**config.mk**
```make
export PLATFORM = sky130hd
export DESIGN_NAME = integer_part_arbiter_flat
export DESIGN_NICKNAME = d
export VERILOG_FILES = /design/src/rtl/integer_part_arbiter_if.sv /design/src/rtl/integer_part_arbiter.sv /design/src/flat_wrapper.sv
export SDC_FILE = /design/constraint.sdc
export NUM_CORES = 1
export LEC_CHECK = 0
export CAP_MARGIN = 20
export CELL_PAD_IN_SITES_DETAIL_PLACEMENT = 1
export CELL_PAD_IN_SITES_GLOBAL_PLACEMENT = 2
export CORE_ASPECT_RATIO = 1.1
export CORE_MARGIN = 2
export CORE_UTILIZATION = 29
export DETAILED_ROUTE_END_ITERATION = 8
export PLACE_DENSITY = 0.93
export RECOVER_POWER = 50
export SKIP_LAST_GASP = 1
export SLEW_MARGIN = 15
export SYNTH_ARGS = -nofsm -noshare
export SYNTH_HDL_FRONTEND = slang
export SYNTH_SLANG_ARGS = --single-unit
```
**constraint.sdc**
```tcl
create_clock -name clk -period 11.8 [get_ports clk]
set_clock_uncertainty 0.15 [all_clocks]
set_input_delay 1.18 -clock clk [delete_from_list [all_inputs] [get_ports clk]]
set_output_delay 1.18 -clock clk [all_outputs]
set_load 0.02 [all_outputs]
```
**src/rtl/integer_part_arbiter_if.sv**
```systemverilog
// ============================================================================
// Module   : integer_part_arbiter_if
// Desc     : Requester, shared-unit and flush signals of integer_part_arbiter.
// Revision : 1.0 - initial release
// ============================================================================
`default_nettype none

interface integer_part_arbiter_if #(
  parameter int BITS = 16,
  parameter int NREQ = 4
);
  logic [NREQ-1:0]      req_valid;
  logic [NREQ*BITS-1:0] req_a;
  logic [NREQ-1:0]      req_ready;
  logic                 unit_in_valid;
  logic [BITS-1:0]      unit_a;
  logic                 unit_out_valid;
  logic [BITS-1:0]      unit_c;
  logic [NREQ-1:0]      rsp_valid;
  logic [BITS-1:0]      rsp_c;
  logic                 flush;
  logic                 flush_done;

  modport master (
    input  req_valid, req_a, unit_out_valid, unit_c, flush,
    output req_ready, unit_in_valid, unit_a, rsp_valid, rsp_c, flush_done
  );

  modport slave (
    output req_valid, req_a, unit_out_valid, unit_c, flush,
    input  req_ready, unit_in_valid, unit_a, rsp_valid, rsp_c, flush_done
  );
endinterface

`default_nettype wire

```
**src/rtl/integer_part_arbiter.sv**
```systemverilog
// ============================================================================
// Module   : integer_part_arbiter
// Desc     : Round-robin sharing of one pipelined integer-part unit among NREQ
//            requesters; optional sticky err via INTEGER_PART_ARB_ERR_EN.
// Revision : 1.0 - initial release
// ============================================================================
`default_nettype none

module integer_part_arbiter #(
  parameter int BITS  = 16,
  parameter int NREQ  = 4,
  parameter int DEPTH = 4
) (
  input wire clk,
  input wire rst,
  integer_part_arbiter_if.master bus
`ifdef INTEGER_PART_ARB_ERR_EN
  ,
  output logic err
`endif
);

  localparam int PW = $clog2(NREQ);
  localparam int AW = $clog2(DEPTH);
  localparam int CW = $clog2(DEPTH + 1);

  typedef enum logic [0:0] {
    RUN   = 1'b0,
    DRAIN = 1'b1
  } state_t;

  state_t          state;
  state_t          state_nxt;
  logic [PW-1:0]   last_ptr;
  logic [PW-1:0]   grant_idx;
  logic [PW-1:0]   cand;
  logic [NREQ-1:0] grant;
  logic            found;
  logic [CW-1:0]   count;
  logic [PW-1:0]   tags [DEPTH];
  logic [AW-1:0]   wr_ptr;
  logic [AW-1:0]   rd_ptr;
  logic [NREQ-1:0] rsp_onehot;
  logic            transfer;
  logic            pop;
  logic            empty;
  logic            full;
  logic            drain_done;

  assign empty      = (count == '0);
  assign full       = (count == CW'(DEPTH));
  assign pop        = bus.unit_out_valid & ~empty;
  assign transfer   = |grant;
  assign drain_done = (state == DRAIN) && empty && !bus.unit_in_valid;
  assign rsp_onehot = NREQ'(1) << tags[rd_ptr];
  assign bus.req_ready = grant;

  // Search starts one past the last winner; rst gates the grant so the
  // combinational ready drops the moment reset is applied.
  always_comb begin
    grant     = '0;
    grant_idx = last_ptr;
    found     = 1'b0;
    cand      = '0;
    if (state == RUN && !full && !rst) begin
      for (int k = 1; k <= NREQ; k++) begin
        cand = PW'((int'(last_ptr) + k) % NREQ);
        if (!found && bus.req_valid[cand]) begin
          found       = 1'b1;
          grant[cand] = 1'b1;
          grant_idx   = cand;
        end
      end
    end
  end

  always_comb begin
    state_nxt = state;
    case (state)
      RUN:     if (bus.flush) state_nxt = DRAIN;
      DRAIN:   if (drain_done) state_nxt = RUN;
      default: state_nxt = RUN;
    endcase
  end

  always_ff @(posedge clk or posedge rst) begin
    if (rst) begin
      state             <= RUN;
      last_ptr          <= PW'(NREQ - 1);
      count             <= '0;
      wr_ptr            <= '0;
      rd_ptr            <= '0;
      bus.unit_in_valid <= 1'b0;
      bus.unit_a        <= '0;
      bus.rsp_valid     <= '0;
      bus.rsp_c         <= '0;
      bus.flush_done    <= 1'b0;
    end else begin
      state             <= state_nxt;
      bus.unit_in_valid <= transfer;
      bus.flush_done    <= drain_done;
      bus.rsp_valid     <= pop ? rsp_onehot : '0;
      if (transfer) begin
        last_ptr   <= grant_idx;
        bus.unit_a <= bus.req_a[int'(grant_idx)*BITS +: BITS];
        wr_ptr     <= wr_ptr + AW'(1);
      end
      if (pop) begin
        bus.rsp_c <= bus.unit_c;
        rd_ptr    <= rd_ptr + AW'(1);
      end
      if (transfer && !pop)
        count <= count + CW'(1);
      else if (!transfer && pop)
        count <= count - CW'(1);
    end
  end

  // Tag storage needs no reset: the pointers and count define validity.
  always_ff @(posedge clk) begin
    if (transfer)
      tags[wr_ptr] <= grant_idx;
  end

`ifdef INTEGER_PART_ARB_ERR_EN
  always_ff @(posedge clk or posedge rst) begin
    if (rst)
      err <= 1'b0;
    else if (bus.unit_out_valid && empty)
      err <= 1'b1;
  end
`endif

endmodule

`default_nettype wire

```
**src/flat_wrapper.sv**
```systemverilog
// flat-port wrapper written by rule: the top's interface ports become plain ports
module integer_part_arbiter_flat 
#(
  parameter int BITS  = 16,
  parameter int NREQ  = 4,
  parameter int DEPTH = 4
)
  (clk, rst, bus_req_valid, bus_req_a, bus_unit_out_valid, bus_unit_c, bus_flush, bus_req_ready, bus_unit_in_valid, bus_unit_a, bus_rsp_valid, bus_rsp_c, bus_flush_done);
  integer_part_arbiter_if #(.BITS(BITS), .NREQ(NREQ)) bus_i ();
  input wire clk;
  input wire rst;
  input wire logic [$bits(bus_i.req_valid)-1:0] bus_req_valid;
  input wire logic [$bits(bus_i.req_a)-1:0] bus_req_a;
  input wire logic [$bits(bus_i.unit_out_valid)-1:0] bus_unit_out_valid;
  input wire logic [$bits(bus_i.unit_c)-1:0] bus_unit_c;
  input wire logic [$bits(bus_i.flush)-1:0] bus_flush;
  output wire logic [$bits(bus_i.req_ready)-1:0] bus_req_ready;
  output wire logic [$bits(bus_i.unit_in_valid)-1:0] bus_unit_in_valid;
  output wire logic [$bits(bus_i.unit_a)-1:0] bus_unit_a;
  output wire logic [$bits(bus_i.rsp_valid)-1:0] bus_rsp_valid;
  output wire logic [$bits(bus_i.rsp_c)-1:0] bus_rsp_c;
  output wire logic [$bits(bus_i.flush_done)-1:0] bus_flush_done;
  assign bus_i.req_valid = bus_req_valid;
  assign bus_i.req_a = bus_req_a;
  assign bus_i.unit_out_valid = bus_unit_out_valid;
  assign bus_i.unit_c = bus_unit_c;
  assign bus_i.flush = bus_flush;
  assign bus_req_ready = bus_i.req_ready;
  assign bus_unit_in_valid = bus_i.unit_in_valid;
  assign bus_unit_a = bus_i.unit_a;
  assign bus_rsp_valid = bus_i.rsp_valid;
  assign bus_rsp_c = bus_i.rsp_c;
  assign bus_flush_done = bus_i.flush_done;
  integer_part_arbiter #(.BITS(BITS), .NREQ(NREQ), .DEPTH(DEPTH)) u_core (.clk(clk), .rst(rst), .bus(bus_i));
endmodule
```
# [Word-level counts from Yosys, hierarchy flattened]
# Memories as Yosys holds them, arrays and structs flattened.
# Index checks and enable logic that the tools add are counted.
[word_totals] register_bits=48 ram_bits=8 inputBits=88 out_inout_bits=42 n_memories=1
[memory_table] memory="u_core.tags" words=4 word_bits=2 read_ports=1 rd_clocked_by_memory_dff=0 write_ports=1 line="integer_part_arbiter.sv:40" source="logic [PW-1:0] tags [DEPTH];"
[op_classes] n_addsub=8 order_cmp=8 eq_ne=1 n_shift=2 muxes=43 n_bitwise=6 reduce_logical=24
[op_table] operator="$shiftx A64 B7 Y16" count=1
[op_table] operator="$mux W4" count=9
[op_table] operator="$mux W1" count=18
[op_table] operator="$logic_and A1 B1 Y1" count=13
[op_table] operator="$lt A2 B3 Y1 const B" count=4
[op_table] operator="$or A4 B4 Y4" count=3
[op_table] operator="$mux W2" count=5
[op_table] operator="$add A2 B1 Y2 const B" count=4
[op_table] operator="$bmux W1 S2" count=4
[op_table] operator="$demux W1 S2" count=4
[op_table] operator="$ge A2 B1 Y1 const B" count=4
[op_table] operator="$logic_not A1 Y1" count=8
[op_table] operator="$mux W3" count=2
[op_table] operator="$add A2 B2 Y2 const B" count=2
[op_table] operator="$reduce_or A4 Y1" count=1
[op_table] operator="$shl A1 B2 Y4 const A" count=1
[op_table] operator="$add A3 B1 Y3 const B" count=1
[op_table] operator="$eq A3 B3 Y1 const B" count=1
[op_table] operator="$logic_not A3 Y1" count=1
[op_table] operator="$sub A3 B1 Y3 const B" count=1
[op_table] operator="$not A1 Y1" count=2
[op_table] operator="$pmux W1 S2" count=1
[op_table] operator="$reduce_bool A2 Y1" count=1
[op_table] operator="$and A1 B1 Y1" count=1

# [Logic depth before layout (Yosys ltp)]
[logic_depth] word_depth=22 ltp_mapped=18 ltp_nobuf=15

# [Least setup slack after synthesis]
# OpenSTA, ideal clock, no wires.
[synth_path] path_type="input to register" start="in bus_req_valid[1]" end="reg u_core.count[2]" setup_time_ps=79 t_arrival_ps=3869 path_slack_ps=7702 cell_stages=15 n_path_buf=2 path_cell_list="mux4_2 > nor4b_4 > o41ai_1 > nand2_1 > nor4_1 > or2_1 > buf_6 > buf_6 > inv_1 > ha_1 > inv_1 > fa_1 > xor2_1 > nor2_1 > xor2_1"
[synth_between] elab_chain_cells=20 elab_cells_between_ends=37
[synth_rtl] item="from (decl)" line="flat_wrapper.sv:12" source="input wire logic [$bits(bus_i.req_valid)-1:0] bus_req_valid;"
[synth_rtl] item="$bmux W1 S2" line="integer_part_arbiter.sv:68" source="if (!found && bus.req_valid[cand]) begin"
[synth_rtl] item="$mux W1 (implied by the code)" line="integer_part_arbiter.sv:68"
[synth_rtl] item="$mux W1" line="integer_part_arbiter.sv:68"
[synth_rtl] item="$mux W1" line="integer_part_arbiter.sv:65" source="if (state == RUN && !full && !rst) begin"
[synth_rtl] item="$logic_not A1 Y1" line="integer_part_arbiter.sv:68"
[synth_rtl] item="$logic_and A1 B1 Y1" line="integer_part_arbiter.sv:68"
[synth_rtl] item="$mux W1" line="integer_part_arbiter.sv:68"
[synth_rtl] item="$mux W1" line="integer_part_arbiter.sv:65"
[synth_rtl] item="[5 not listed]"
[synth_rtl] item="$logic_and A1 B1 Y1" line="integer_part_arbiter.sv:68"
[synth_rtl] item="$mux W4 *" line="integer_part_arbiter.sv:68"
[synth_rtl] item="$mux W4 *" line="integer_part_arbiter.sv:65"
[synth_rtl] item="$reduce_or A4 Y1 *" line="integer_part_arbiter.sv:53" source="assign transfer = |grant;"
[synth_rtl] item="via u_core.transfer" line="integer_part_arbiter.sv:44" source="logic transfer;"
[synth_rtl] item="$logic_not A1 Y1" line="integer_part_arbiter.sv:114" source="else if (!transfer && pop)"
[synth_rtl] item="$logic_and A1 B1 Y1" line="integer_part_arbiter.sv:114"
[synth_rtl] item="$reduce_bool A2 Y1 (no line)"
[synth_rtl] item="to (signal assigned)" line="integer_part_arbiter.sv:113" source="count <= count + CW'(1);"
[synth_rtl] item="to (signal assigned)" line="integer_part_arbiter.sv:115" source="count <= count - CW'(1);"
[synth_rtl] item="to (decl)" line="integer_part_arbiter.sv:39" source="logic [CW-1:0] count;"
# The timed path passes the listed nets; every way through them passes the cells marked *. The select of a mux whose other input is x is not followed.
# A chain may end at the register's enable or synchronous reset.

# [Final worst setup path]
[layout_path] start="in bus_req_valid[2]" end="out bus_req_ready[2]"
[layout_between] elab_chain_cells=16 elab_cells_between_ends=31
[layout_rtl] item="$bmux W1 S2" line="integer_part_arbiter.sv:68"
[layout_rtl] item="$mux W1 (implied by the code)" line="integer_part_arbiter.sv:68"
[layout_rtl] item="$mux W1" line="integer_part_arbiter.sv:68"
[layout_rtl] item="$mux W1" line="integer_part_arbiter.sv:65"
[layout_rtl] item="$logic_not A1 Y1" line="integer_part_arbiter.sv:68"
[layout_rtl] item="$logic_and A1 B1 Y1" line="integer_part_arbiter.sv:68"
[layout_rtl] item="$mux W1" line="integer_part_arbiter.sv:68"
[layout_rtl] item="$mux W1" line="integer_part_arbiter.sv:65"
[layout_rtl] item="$logic_not A1 Y1" line="integer_part_arbiter.sv:68"
[layout_rtl] item="$logic_and A1 B1 Y1" line="integer_part_arbiter.sv:68"
[layout_rtl] item="$mux W1" line="integer_part_arbiter.sv:68"
[layout_rtl] item="$mux W1" line="integer_part_arbiter.sv:65"
[layout_rtl] item="$logic_not A1 Y1" line="integer_part_arbiter.sv:68"
[layout_rtl] item="$logic_and A1 B1 Y1" line="integer_part_arbiter.sv:68"
[layout_rtl] item="$mux W4 *" line="integer_part_arbiter.sv:68"
[layout_rtl] item="$mux W4 *" line="integer_part_arbiter.sv:65"
[layout_rtl] item="to (decl)" line="flat_wrapper.sv:17" source="output wire logic [$bits(bus_i.req_ready)-1:0] bus_req_ready;"
# Every way passes the cells marked *; elsewhere a longest branch is shown, timed or not. The select of a mux whose other input is x is not followed.

==> flow_metrics.py <==
metrics = {
    "synth": {
        "ys_seq_elements": 56,
        "synth_top_area_cell": "dfrtp_1",
        "avgSynthCellArea_sq_um": 11.5,
        "synth.distinct_cells": 40,
        "synthTopCellsByCount": "nand2_1 (53), mux2i_1 (50), dfrtp_1 (46)",
        "yosysMostFrequentCell": "nand2_1",
        "synthCells": 285,
        "netlist.area_leader.share_pct": 35.2,
        "syn_nets": 387,
        "synth_edf_count": 8,
        "netlist_area_sq_um": 3270,
        "yosysWarnings": 0,
        "synthArstFlopShare_pct": 85.7,
        "ys_seq_area_share_pct": 44.1,
        "synth.area.top_cells": "dfrtp_1 (35%), mux2i_1 (15%), edfxtp_1 (7.3%)",
        "synth_ff_type": "dfrtp_1",
    },
    "critical_path": {
        "start_kind": "input pin",
        "startpoint": "bus_req_valid[2]",
        "cp.arrival_ps": 3730,
        "ff2ff_setup_slack_ps": 7170,
        "r2r-start": "u_core.last_ptr[0]",
        "path_max_fanout": 12,
        "r2r-end": "u_core.count[1]",
        "crit_family": "buffers and inverters",
        "critPathKind": "input pin to output port",
        "cp_cell_sequence": "clkdlybuf4s50_1, mux4_2, nor4b_4, a21oi_1, nor2_1, clkdlybuf4s50_1",
        "slowest_delay_ps": 650,
        "crit_buf_inv": 2,
        "crit_required_ps": 10470,
        "cpMaxStageDelayCell": "mux4_2",
        "cp_common_cell": "clkdlybuf4s50_1",
        "end_kind": "output port",
        "ff2ff_path_depth": 14,
    },
    "timing": {
        "hold_ws_ps": 299,
        "slew_headroom_pct": 6.17,
        "setup_violations": 0,
        "final.setup.tns_ps": 0,
        "rsz0062_at_grt": "false",
        "hold_violations": 0,
        "slew_viol_final": 0,
        "worst_pin_slew_ps": 1410,
        "min_period_over_period_pct": 42.9,
        "max_freq_mhz": 198,
        "fin_crit_ps": 5060,
    },
    "status": {
        "status": "completed",
    },
    "worst_hold_path": {
        "hp-class": "register to register",
        "holdCritStartpoint": "u_core.bus.unit_in_valid",
        "worstHoldEndpoint": "u_core.bus.flush_done",
        "hold-path-cell-count": 1,
    },
    "die": {
        "start_util_pct": 29.9,
        "die_h_microns": 115,
        "dieArea_sq_um": 12200,
        "fp.dieW_microns": 105,
        "rows": 40,
        "core-area_sq_um": 11000,
        "design.portCount": 130,
    },
    "grt": {
        "grt_pass1_wl_microns": 13400,
        "grt_max_degree": 49,
        "grt_use_total_pct": 13.7,
        "grt_pass1_vias": 2817,
        "antenna_found_initial": 0,
        "grt-ovfl-total": 0,
    },
    "finish": {
        "fillCellCount": 1178,
        "final_util_pct": 44.2,
        "layout-drive-gt1-share_pct": 10.9,
        "fin_nets": 512,
        "syn2layout_area_growth_pct": 47.8,
        "num_antenna_cells": 0,
    },
    "routing": {
        "wl_met3_microns": 767,
        "dr.pass1.iters": 4,
        "drc": 0,
        "vias": 2563,
        "ant_nets": 0,
        "top_layer": "met4",
        "route.met2.wl_microns": 4060,
        "m1WireLength_microns": 3190,
        "via_per_inst": 4.59,
        "wirelength_microns": 8110,
        "drtIter0Drc": 85,
        "wl_per_cell_microns": 14.5,
    },
    "power": {
        "swShare_pct": 40.1,
        "seqPwrFrac_pct": 28.9,
        "p_leak_nw": 2.18,
        "clkPwrFrac_pct": 12.5,
        "comb_power_share_pct": 58.5,
        "switchingPower_w": 0.000472,
        "ir_drop_v": 0.0000901,
        "power.internal_w": 0.000705,
        "power.density_nw_per_um2": 243,
    },
    "placement": {
        "portBuffers": 129,
        "place.gp.congestion": 0.753,
        "place_hpwl_microns": 6230,
    },
    "clock_tree": {
        "numCtsBuffers": 5,
        "cts_resized": 0,
        "ctsHoldBuffers": 0,
        "cts_tree": "done",
        "cts_buffer_depth": 2,
        "clk_latency_ps": 290,
        "cts-htree-levels": 2,
        "cts_setup_buffers": 0,
        "clkTransAtPathRegs_ps": 70,
        "root_buffer": "clkbuf_16",
        "clock-sinks": 56,
    },
    "flow_run": {
        "cap_violations": 0,
    },
}
logic make-up after synthesis:
logic type / count (synthesis) / synth area share (%)
mux: 76 / 27.9
simple gates: 80 / 11.0
fa+ha+maj: 14 / 5.58
xor+xnor: 8 / 2.37
buf+inv: 30 / 4.78
compound gates: 21 / 4.32
flops: 56 / 44.1
placed cells by master, fill, tap and decap left out, types with 2 or more instances in the layout:
| cell | instances |
|---|---|
| mux2i_1 | 50 |
| dlygate4sd3_1 | 28 |
| dfstp_2 | 2 |
| xnor2_1 | 5 |
| mux2_4 | 14 |
| a21oi_1 | 8 |
| clkdlybuf4s50_1 | 101 |
| inv_1 | 15 |
| nand2_1 | 53 |
| dfrtp_1 | 46 |
| xor2_1 | 2 |
| o21ai_0 | 3 |
| ha_1 | 13 |
| buf_4 | 3 |
| a221oi_1 | 2 |
| clkbuf_16 | 5 |
| edfxtp_1 | 8 |
| nor2_1 | 14 |
| mux2_2 | 6 |
| nor3b_1 | 3 |
| mux4_2 | 6 |
worst reg2reg max path, cell delays in order, from the launching register on:
cell and delay [ps]:
dfstp_2 780, inv_1 200, ha_1 410, mux4_2 400, nor2b_2 210, a221oi_1 280
a21oi_1 100, nor4_1 400, or2_1 160, buf_4 340, inv_1 120, ha_1 230
inv_1 80, fa_1 400, mux2_2 260
per-stage QoR:
| stage | power (W) | worst slack (ps) | std cells | instance area (sq um) |
|---|---|---|---|---|
| final | 0.00118 | 6740 | 558 | 4840 |
| after global routing | 0.00127 | 6620 | 558 | 4840 |
| after CTS | 0.00121 | 6770 | 557 | 4840 |
| after detailed placement | 0.00106 | 6720 | 549 | 4690 |
| after global placement | 0.00103 | 6860 | 549 | 4690 |
| after floorplan | 0.000825 | 7700 | 285 | 3270 |
worst max path at each step:
stage          cells after the start               end  slack (ps)
2_1_floorplan                     15   u_core.count[2]        7700
3_3_place_gp                       6  bus_req_ready[3]        6860
3_5_place_dp                      13   u_core.count[1]        6720
4_1_cts                            6  bus_req_ready[2]        6770
5_1_grt                            6  bus_req_ready[2]        6620
6_report                           6  bus_req_ready[2]        6740
layer usage:
metal	GRT usage (%)	vias up
met5	0	-
met4	3.56	0
met3	4.89	11
met2	24.4	111
met1	15.7	1216
li1	-	1225
final cells by class:
type,instances,area (sq um),share of cell area (%)
well taps,147,184,3.80
clock buffers,5,125,2.58
repair buffers,133,1320,27.2
clock inverters,3,21.3,0.439
inverters,15,56.3,1.16
flip-flops and latches,56,1440,29.8
multi-input cells,199,1690,35.0
sequential cells by signal (all words and copies together) (netlist names):
signal,count
u_core.bus.flush_done,1
u_core.wr_ptr,2
u_core.count,3
u_core.bus.rsp_valid,4
u_core.last_ptr,2
u_core.state,1
u_core.rd_ptr,2
u_core.bus.rsp_c,16
u_core.bus.unit_in_valid,1
u_core.bus.unit_a,16
u_core.tags,8
power by group through the flow:
stage / combinational [W] / sequential (W) / clock [W]
after floorplan: 0.000434 / 0.000390 / 0
after global placement: 0.000690 / 0.000341 / 0
after detailed placement: 0.000713 / 0.000346 / 0
after CTS: 0.000713 / 0.000345 / 0.000154
after global routing: 0.000750 / 0.000356 / 0.000160
final: 0.000689 / 0.000341 / 0.000148
No activity file was read; power rests on OpenSTA's default activity.
